File: src/rtl/control_sequencer_if.sv
// Control bundle between the sequencer and the datapath: run/memory/IR status in, strobes out.
// master = sequencer side, slave = datapath (or bench) side.
interface control_sequencer_if #(
    parameter int CNT_W = 16
);
    logic             run;
    logic             mem_ready;
    logic [31:0]      ir;
    logic             PCout;
    logic             Zlowout;
    logic             Zhighout;
    logic             MDRout;
    logic             MARin;
    logic             Zin;
    logic             PCin;
    logic             MDRin;
    logic             IRin;
    logic             Yin;
    logic             HIin;
    logic             LOin;
    logic             Read;
    logic [4:0]       OpCode;
    logic [15:0]      R_out;
    logic [15:0]      R_in;
    logic             halted;
    logic [CNT_W-1:0] instr_count;

    modport master (
        input  run, mem_ready, ir,
        output PCout, Zlowout, Zhighout, MDRout, MARin, Zin, PCin, MDRin, IRin,
               Yin, HIin, LOin, Read, OpCode, R_out, R_in, halted, instr_count
    );

    modport slave (
        output run, mem_ready, ir,
        input  PCout, Zlowout, Zhighout, MDRout, MARin, Zin, PCin, MDRin, IRin,
               Yin, HIin, LOin, Read, OpCode, R_out, R_in, halted, instr_count
    );
endinterface

File: src/rtl/control_sequencer.sv
// Moore control FSM for the datapath: fetch (stalls in T1W on mem_ready), decode, execute, retire.
// ALU 6 cycles, mul/div 7, no-op 4 from T0 entry; run is honoured only in IDLE and at retire.
module control_sequencer #(
    parameter int CNT_W = 16
) (
    input  logic               clk,
    input  logic               clr,
    control_sequencer_if.master bus
);
    typedef enum logic [3:0] {
        S_IDLE, S_T0, S_T1, S_T1W, S_T2, S_T3, S_T4, S_T5, S_T6, S_HALT
    } state_t;

    localparam logic [4:0] OP_INC  = 5'd12;
    localparam logic [4:0] OP_MUL  = 5'd15;
    localparam logic [4:0] OP_DIV  = 5'd16;
    localparam logic [4:0] OP_HALT = 5'd27;

    state_t           state;
    state_t           state_nxt;
    logic [CNT_W-1:0] count;
    logic             retire;

    logic [4:0] op;
    logic [3:0] ra;
    logic [3:0] rb;
    logic [3:0] rc;
    logic       is_alu;
    logic       is_md;
    logic       ir_unused;

    assign op        = bus.ir[31:27];
    assign ra        = bus.ir[26:23];
    assign rb        = bus.ir[22:19];
    assign rc        = bus.ir[18:15];
    assign ir_unused = ^bus.ir[14:0];
    assign is_alu    = (op <= 5'd11);
    assign is_md     = (op == OP_MUL) || (op == OP_DIV);

    function automatic logic [15:0] onehot(input logic [3:0] idx);
        return 16'h0001 << idx;
    endfunction

    always_ff @(posedge clk) begin
        if (clr) begin
            state <= S_IDLE;
            count <= '0;
        end else begin
            state <= state_nxt;
            if (retire) count <= count + CNT_W'(1);
        end
    end

    assign bus.instr_count = count;

    always_comb begin
        state_nxt    = state;
        retire       = 1'b0;
        bus.PCout    = 1'b0;
        bus.Zlowout  = 1'b0;
        bus.Zhighout = 1'b0;
        bus.MDRout   = 1'b0;
        bus.MARin    = 1'b0;
        bus.Zin      = 1'b0;
        bus.PCin     = 1'b0;
        bus.MDRin    = 1'b0;
        bus.IRin     = 1'b0;
        bus.Yin      = 1'b0;
        bus.HIin     = 1'b0;
        bus.LOin     = 1'b0;
        bus.Read     = 1'b0;
        bus.OpCode   = '0;
        bus.R_out    = '0;
        bus.R_in     = '0;
        bus.halted   = (state == S_HALT);

        case (state)
            S_IDLE: if (bus.run) state_nxt = S_T0;
            S_T0: begin
                bus.PCout  = 1'b1;
                bus.MARin  = 1'b1;
                bus.Zin    = 1'b1;
                bus.OpCode = OP_INC;
                state_nxt  = S_T1;
            end
            S_T1: begin
                bus.Zlowout = 1'b1;
                bus.PCin    = 1'b1;
                bus.Read    = 1'b1;
                bus.MDRin   = 1'b1;
                state_nxt   = bus.mem_ready ? S_T2 : S_T1W;
            end
            // PC already advanced in T1; only keep the read open here
            S_T1W: begin
                bus.Read  = 1'b1;
                bus.MDRin = 1'b1;
                if (bus.mem_ready) state_nxt = S_T2;
            end
            S_T2: begin
                bus.MDRout = 1'b1;
                bus.IRin   = 1'b1;
                state_nxt  = S_T3;
            end
            S_T3: begin
                if (is_alu || is_md) begin
                    bus.R_out = onehot(is_md ? ra : rb);
                    bus.Yin   = 1'b1;
                    state_nxt = S_T4;
                end else if (op == OP_HALT) begin
                    state_nxt = S_HALT;
                end else begin
                    retire = 1'b1;
                end
            end
            S_T4: begin
                bus.R_out  = onehot(is_md ? rb : rc);
                bus.Zin    = 1'b1;
                bus.OpCode = op;
                state_nxt  = S_T5;
            end
            S_T5: begin
                bus.Zlowout = 1'b1;
                if (is_md) begin
                    bus.LOin  = 1'b1;
                    state_nxt = S_T6;
                end else begin
                    bus.R_in = onehot(ra);
                    retire   = 1'b1;
                end
            end
            S_T6: begin
                bus.Zhighout = 1'b1;
                bus.HIin     = 1'b1;
                retire       = 1'b1;
            end
            S_HALT: state_nxt = S_HALT;
            default: state_nxt = S_IDLE;
        endcase

        if (retire) state_nxt = bus.run ? S_T0 : S_IDLE;
    end
endmodule

File: src/flat_wrapper.sv
// flat-port wrapper written by rule: the top's interface ports become plain ports
module control_sequencer_flat 
#(
    parameter int CNT_W = 16
)
  (clk, clr, bus_run, bus_mem_ready, bus_ir, bus_PCout, bus_Zlowout, bus_Zhighout, bus_MDRout, bus_MARin, bus_Zin, bus_PCin, bus_MDRin, bus_IRin, bus_Yin, bus_HIin, bus_LOin, bus_Read, bus_OpCode, bus_R_out, bus_R_in, bus_halted, bus_instr_count);
  control_sequencer_if #(.CNT_W(CNT_W)) bus_i ();
  input  logic clk;
  input  logic clr;
  input wire logic [$bits(bus_i.run)-1:0] bus_run;
  input wire logic [$bits(bus_i.mem_ready)-1:0] bus_mem_ready;
  input wire logic [$bits(bus_i.ir)-1:0] bus_ir;
  output wire logic [$bits(bus_i.PCout)-1:0] bus_PCout;
  output wire logic [$bits(bus_i.Zlowout)-1:0] bus_Zlowout;
  output wire logic [$bits(bus_i.Zhighout)-1:0] bus_Zhighout;
  output wire logic [$bits(bus_i.MDRout)-1:0] bus_MDRout;
  output wire logic [$bits(bus_i.MARin)-1:0] bus_MARin;
  output wire logic [$bits(bus_i.Zin)-1:0] bus_Zin;
  output wire logic [$bits(bus_i.PCin)-1:0] bus_PCin;
  output wire logic [$bits(bus_i.MDRin)-1:0] bus_MDRin;
  output wire logic [$bits(bus_i.IRin)-1:0] bus_IRin;
  output wire logic [$bits(bus_i.Yin)-1:0] bus_Yin;
  output wire logic [$bits(bus_i.HIin)-1:0] bus_HIin;
  output wire logic [$bits(bus_i.LOin)-1:0] bus_LOin;
  output wire logic [$bits(bus_i.Read)-1:0] bus_Read;
  output wire logic [$bits(bus_i.OpCode)-1:0] bus_OpCode;
  output wire logic [$bits(bus_i.R_out)-1:0] bus_R_out;
  output wire logic [$bits(bus_i.R_in)-1:0] bus_R_in;
  output wire logic [$bits(bus_i.halted)-1:0] bus_halted;
  output wire logic [$bits(bus_i.instr_count)-1:0] bus_instr_count;
  assign bus_i.run = bus_run;
  assign bus_i.mem_ready = bus_mem_ready;
  assign bus_i.ir = bus_ir;
  assign bus_PCout = bus_i.PCout;
  assign bus_Zlowout = bus_i.Zlowout;
  assign bus_Zhighout = bus_i.Zhighout;
  assign bus_MDRout = bus_i.MDRout;
  assign bus_MARin = bus_i.MARin;
  assign bus_Zin = bus_i.Zin;
  assign bus_PCin = bus_i.PCin;
  assign bus_MDRin = bus_i.MDRin;
  assign bus_IRin = bus_i.IRin;
  assign bus_Yin = bus_i.Yin;
  assign bus_HIin = bus_i.HIin;
  assign bus_LOin = bus_i.LOin;
  assign bus_Read = bus_i.Read;
  assign bus_OpCode = bus_i.OpCode;
  assign bus_R_out = bus_i.R_out;
  assign bus_R_in = bus_i.R_in;
  assign bus_halted = bus_i.halted;
  assign bus_instr_count = bus_i.instr_count;
  control_sequencer #(.CNT_W(CNT_W)) u_core (.clk(clk), .clr(clr), .bus(bus_i));
endmodule
File: config.mk
export PLATFORM = sky130hd
export DESIGN_NAME = control_sequencer_flat
export DESIGN_NICKNAME = d
export VERILOG_FILES = /design/src/rtl/control_sequencer_if.sv /design/src/rtl/control_sequencer.sv /design/src/flat_wrapper.sv
export SDC_FILE = /design/constraint.sdc
export NUM_CORES = 1
export LEC_CHECK = 0
export CAP_MARGIN = 10
export CORE_UTILIZATION = 39
export CTS_CLUSTER_SIZE = 12
export DETAILED_ROUTE_END_ITERATION = 8
export GPL_TIMING_DRIVEN = 1
export PLACE_DENSITY = 0.77
export SYNTH_ARGS = -nofsm -noshare
export SYNTH_HDL_FRONTEND = slang
export SYNTH_SLANG_ARGS = --single-unit
File: constraint.sdc
create_clock -name clk -period 2.93 [get_ports clk]
set_input_delay 0.586 -clock clk [delete_from_list [all_inputs] [get_ports clk]]
set_output_delay 0.586 -clock clk [all_outputs]
set_load 0.1 [all_outputs]
==> results.md <==
- VDD IR max: 0.566 mV
- FMAX: 344 MHz
- Post-layout min period: a little under 3000 ps
- Inst Count DP: 416
- Max clock buf depth: 2
- CP endpoint kind: primary output
- Vias per cell: a little over 6
- Asr flop ratio synth: 0%
- R2R Path Start: u_core.state[3]
- Hold Fails Final Rpt: 0
- ANT cells: 0
- # H-tree levels: 1
- Hold Startpoint: u_core.bus.instr_count[14]
- Largest net degree at the start of global routing: 31
- Per-cell routed wire length: approximately 18 µm
- GRT overflow: 0
- CTS tree: done
- PortBufs: 87
- Flops & latches, synth: 20
- Max Slew Vio Count: 0
- Nets: roughly 410
- Slew HR: between 60% and 70%
- First-pass GRT wire length: 11800 µm
- Post-synthesis sequential area ratio: a little over a fifth
- Dominant cells by area after synthesis: dfxtp_1 22%, o22ai_1 5.7%, nor2_1 4.9%
- All-Layer GR Usage: 28.8%
- Die X: roughly 71 µm
- Least-Margin Pin Slew: between 500 and 600 ps
- Syn Inst Count: between 200 and 300
- Flop pwr share: about 28%
- Post-synth top area share: roughly 22%
- Final Skew: between 2 and 2.5 ps
- Share of layout cells above drive strength 1: ~50%
- Worst hold path class: reg2reg
- DPL Wire Length: between 5000 and 6000 µm
- Hold Path Stages: 2
- Pwr per Cell Area: between 200 and 300 nW/µm²
- Clock-pin transition on the worst setup and hold timing paths: approximately 70 ps
- Hold buffers post-CTS: 0
- Die height: 70.9 µm
- Routed Antenna Nets: 0
- Crit path required time: 2340 ps
- Critical Path Start: bus_ir[19]
- WHS Endpoint: u_core.bus.instr_count[14]
- Crit-path max FO: 4
- RSZ-0062 raised after global routing: yes
- Post-synth top area cell: dfxtp_1
- Path depth of the worst reg2reg path: 6
- Post-place setup slack: -438 ps
- Initial Utilization: between 40% and 50%
- Final setup TNS: 0 ps
- Yosys warning count: 0
- Max-Cap Viols: 0
- Startpoint types: primary input
- First-pass detailed-route iteration total: 9
- TritonCTS buffer count: 3
- Starting DRT DRC Count: approximately 290
- Netlist cell types: 52
- Leak: between 1 and 1.5 nW
- DRC: 8
- TritonCTS Sinks: 20
- I/O pins: just over 100
- Status: complete, but fails checks
- Post-Syn Nets: around 300
- Clock network power share: 17.3%
- Die area: around 5000 µm²
- Root buf cell: clkbuf_8
- P_int: 0.000557 W
- Via count: 2621
- Setup-failing EPs final: 0
- Vias in the first global route: between 2000 and 2500
- Fin cells: ~420
- Latest clock arrival within the worst-skew pair: 260 ps
- Critical path class: in2out
- Comb pwr share: a little over half
- Post-Syn Area per Cell: 7.17 µm²
- Synth Flop Type: dfxtp_1
- Register-to-register setup slack: 570 ps
- Worst EP arrival: around 2300 ps
- Number of antenna violations at the first check in global routing: 0
- Reg2reg end: u_core.bus.instr_count[15]
- Core ar.: between 4000 and 5000 µm²
- Row count: 24
- Net Sw Frac: a little under half
- PnR worst setup slack: around 27 ps
- Mapped cell area: 1850 µm²
- Post-synth EDFFs: 0
- Total wire length: 7720 µm
- Final worst path period share: between 90 and 100%
- Net switching power: about 0.00048 W
- Failing checks: DRC
- RePlAce Congestion: 0.810
- Layout area overhead: 114%
## power by group through the flow
stage / clock [W] / sequential, W / combinational [W]
6_report: 0.000178 / 0.000294 / 0.000560
4_1_cts: 0.000181 / 0.000294 / 0.000551
5_1_grt: 0.000196 / 0.000295 / 0.000579
3_5_place_dp: 0 / 0.000300 / 0.000542
2_1_floorplan: 0 / 0.000296 / 0.000371
3_3_place_gp: 0 / 0.000300 / 0.000534
## registers in the layout, indices dropped and copies added, names as in the netlist
signal and count:
u_core.state 4, u_core.bus.instr_count 16
## worst max-delay path: stages
cell and delay [ps]:
clkdlybuf4s50_1 560, nor2b_1 380, a31oi_1 180, buf_4 190
o22ai_4 210, buf_12 200
## final cells by class
class,count,area [µm²]
clock buffers,3,41.3
fillers,206,480
inverters,6,22.5
multi-input cells,213,1800
flip-flops and latches,20,400
well taps,52,65.1
repair buffers,130,1640
## synth_stat cells (2+ instances only)
| cell type | instances |
|---|---|
| a21o_1 | 3 |
| a21oi_1 | 15 |
| a31oi_1 | 8 |
| and2_1 | 6 |
| and3_1 | 8 |
| and4b_1 | 2 |
| buf_4 | 5 |
| buf_6 | 2 |
| clkbuf_1 | 10 |
| dfxtp_1 | 20 |
| inv_1 | 6 |
| mux2i_1 | 2 |
| nand2_1 | 13 |
| nand2b_1 | 9 |
| nand3_1 | 9 |
| nand3b_1 | 2 |
| nand4_1 | 5 |
| nor2_1 | 24 |
| nor2b_1 | 3 |
| nor3_1 | 15 |
| nor3b_1 | 4 |
| nor4_1 | 3 |
| nor4b_1 | 3 |
| o21ai_0 | 7 |
| o21ai_1 | 16 |
| o22ai_1 | 17 |
| o31ai_1 | 3 |
| or3_1 | 11 |
| or4_1 | 4 |
## cell families (layout without fill, tap and decap cells)
family	Yosys count	after routing	share of synthesized area, %
simple gates	127	127	39.3
compound gates	81	81	28.5
buf+inv	25	139	7.57
flops	20	20	21.6
mux	3	3	1.89
fa+ha+maj	1	1	0.676
xor+xnor	1	1	0.473
## placed cells by master, fill, tap and decap left out, drive strengths merged, types with 4 or more instances in the layout
cell type / synthesis / routed
o22ai: 17 / 17
clkbuf: 10 / 4
nor3b: 4 / 4
dfxtp: 20 / 20
or3: 12 / 12
nand2b: 9 / 9
nor4b: 4 / 4
buf: 9 / 114
nor2: 25 / 25
a31oi: 8 / 8
o21ai: 23 / 23
nand4: 5 / 5
and3: 8 / 8
nor3: 15 / 15
clkdlybuf4s50: 0 / 15
a21oi: 15 / 15
and2: 6 / 6
nand2: 13 / 13
or4: 4 / 4
nand3: 9 / 9
inv: 6 / 6
## per-stage QoR
| step | power [W] | utilization, % | hold WS (ps) | cell area, µm² |
|---|---|---|---|---|
| 6_report | 0.00103 | 89.2 | 497 | 3960 |
| 2_1_floorplan | 0.000668 | - | 716 | 2280 |
| 3_3_place_gp | 0.000833 | 85.8 | 472 | 3810 |
| 3_5_place_dp | 0.000841 | 85.8 | 491 | 3810 |
| 4_1_cts | 0.00103 | 88.5 | 501 | 3940 |
| 5_1_grt | 0.00107 | 89.2 | 519 | 3960 |
## metal layers
| layer | part of all wire (%) | up-vias | GRT usage, % |
|---|---|---|---|
| met4 | 2.8 | 0 | 10.2 |
| li1 | - | 1207 | - |
| met3 | 5.9 | 22 | 2.71 |
| met2 | 54 | 130 | 53.7 |
| met1 | 38 | 1262 | 34.2 |
| met5 | 0 | - | 0 |
## worst max-delay path by stage
stage / endpoint / slack, ps
finish: bus_R_out[9] / 30
detailed placement: bus_R_out[9] / -440
floorplan: bus_R_in[4] / -460
global placement: bus_R_out[6] / -340
global route: bus_R_out[5] / -50
CTS: bus_R_in[0] / 4
## repair_timing
| action | in CTS | in global routing |
|---|---|---|
| gates resized for setup | 30 | 8 |
| pin swaps | 7 | 10 |
| buffers inserted | 3 | 2 |
| setup endpoints to repair | 33 | 20 |
Note: power is estimated with default switching activity, not from simulation.
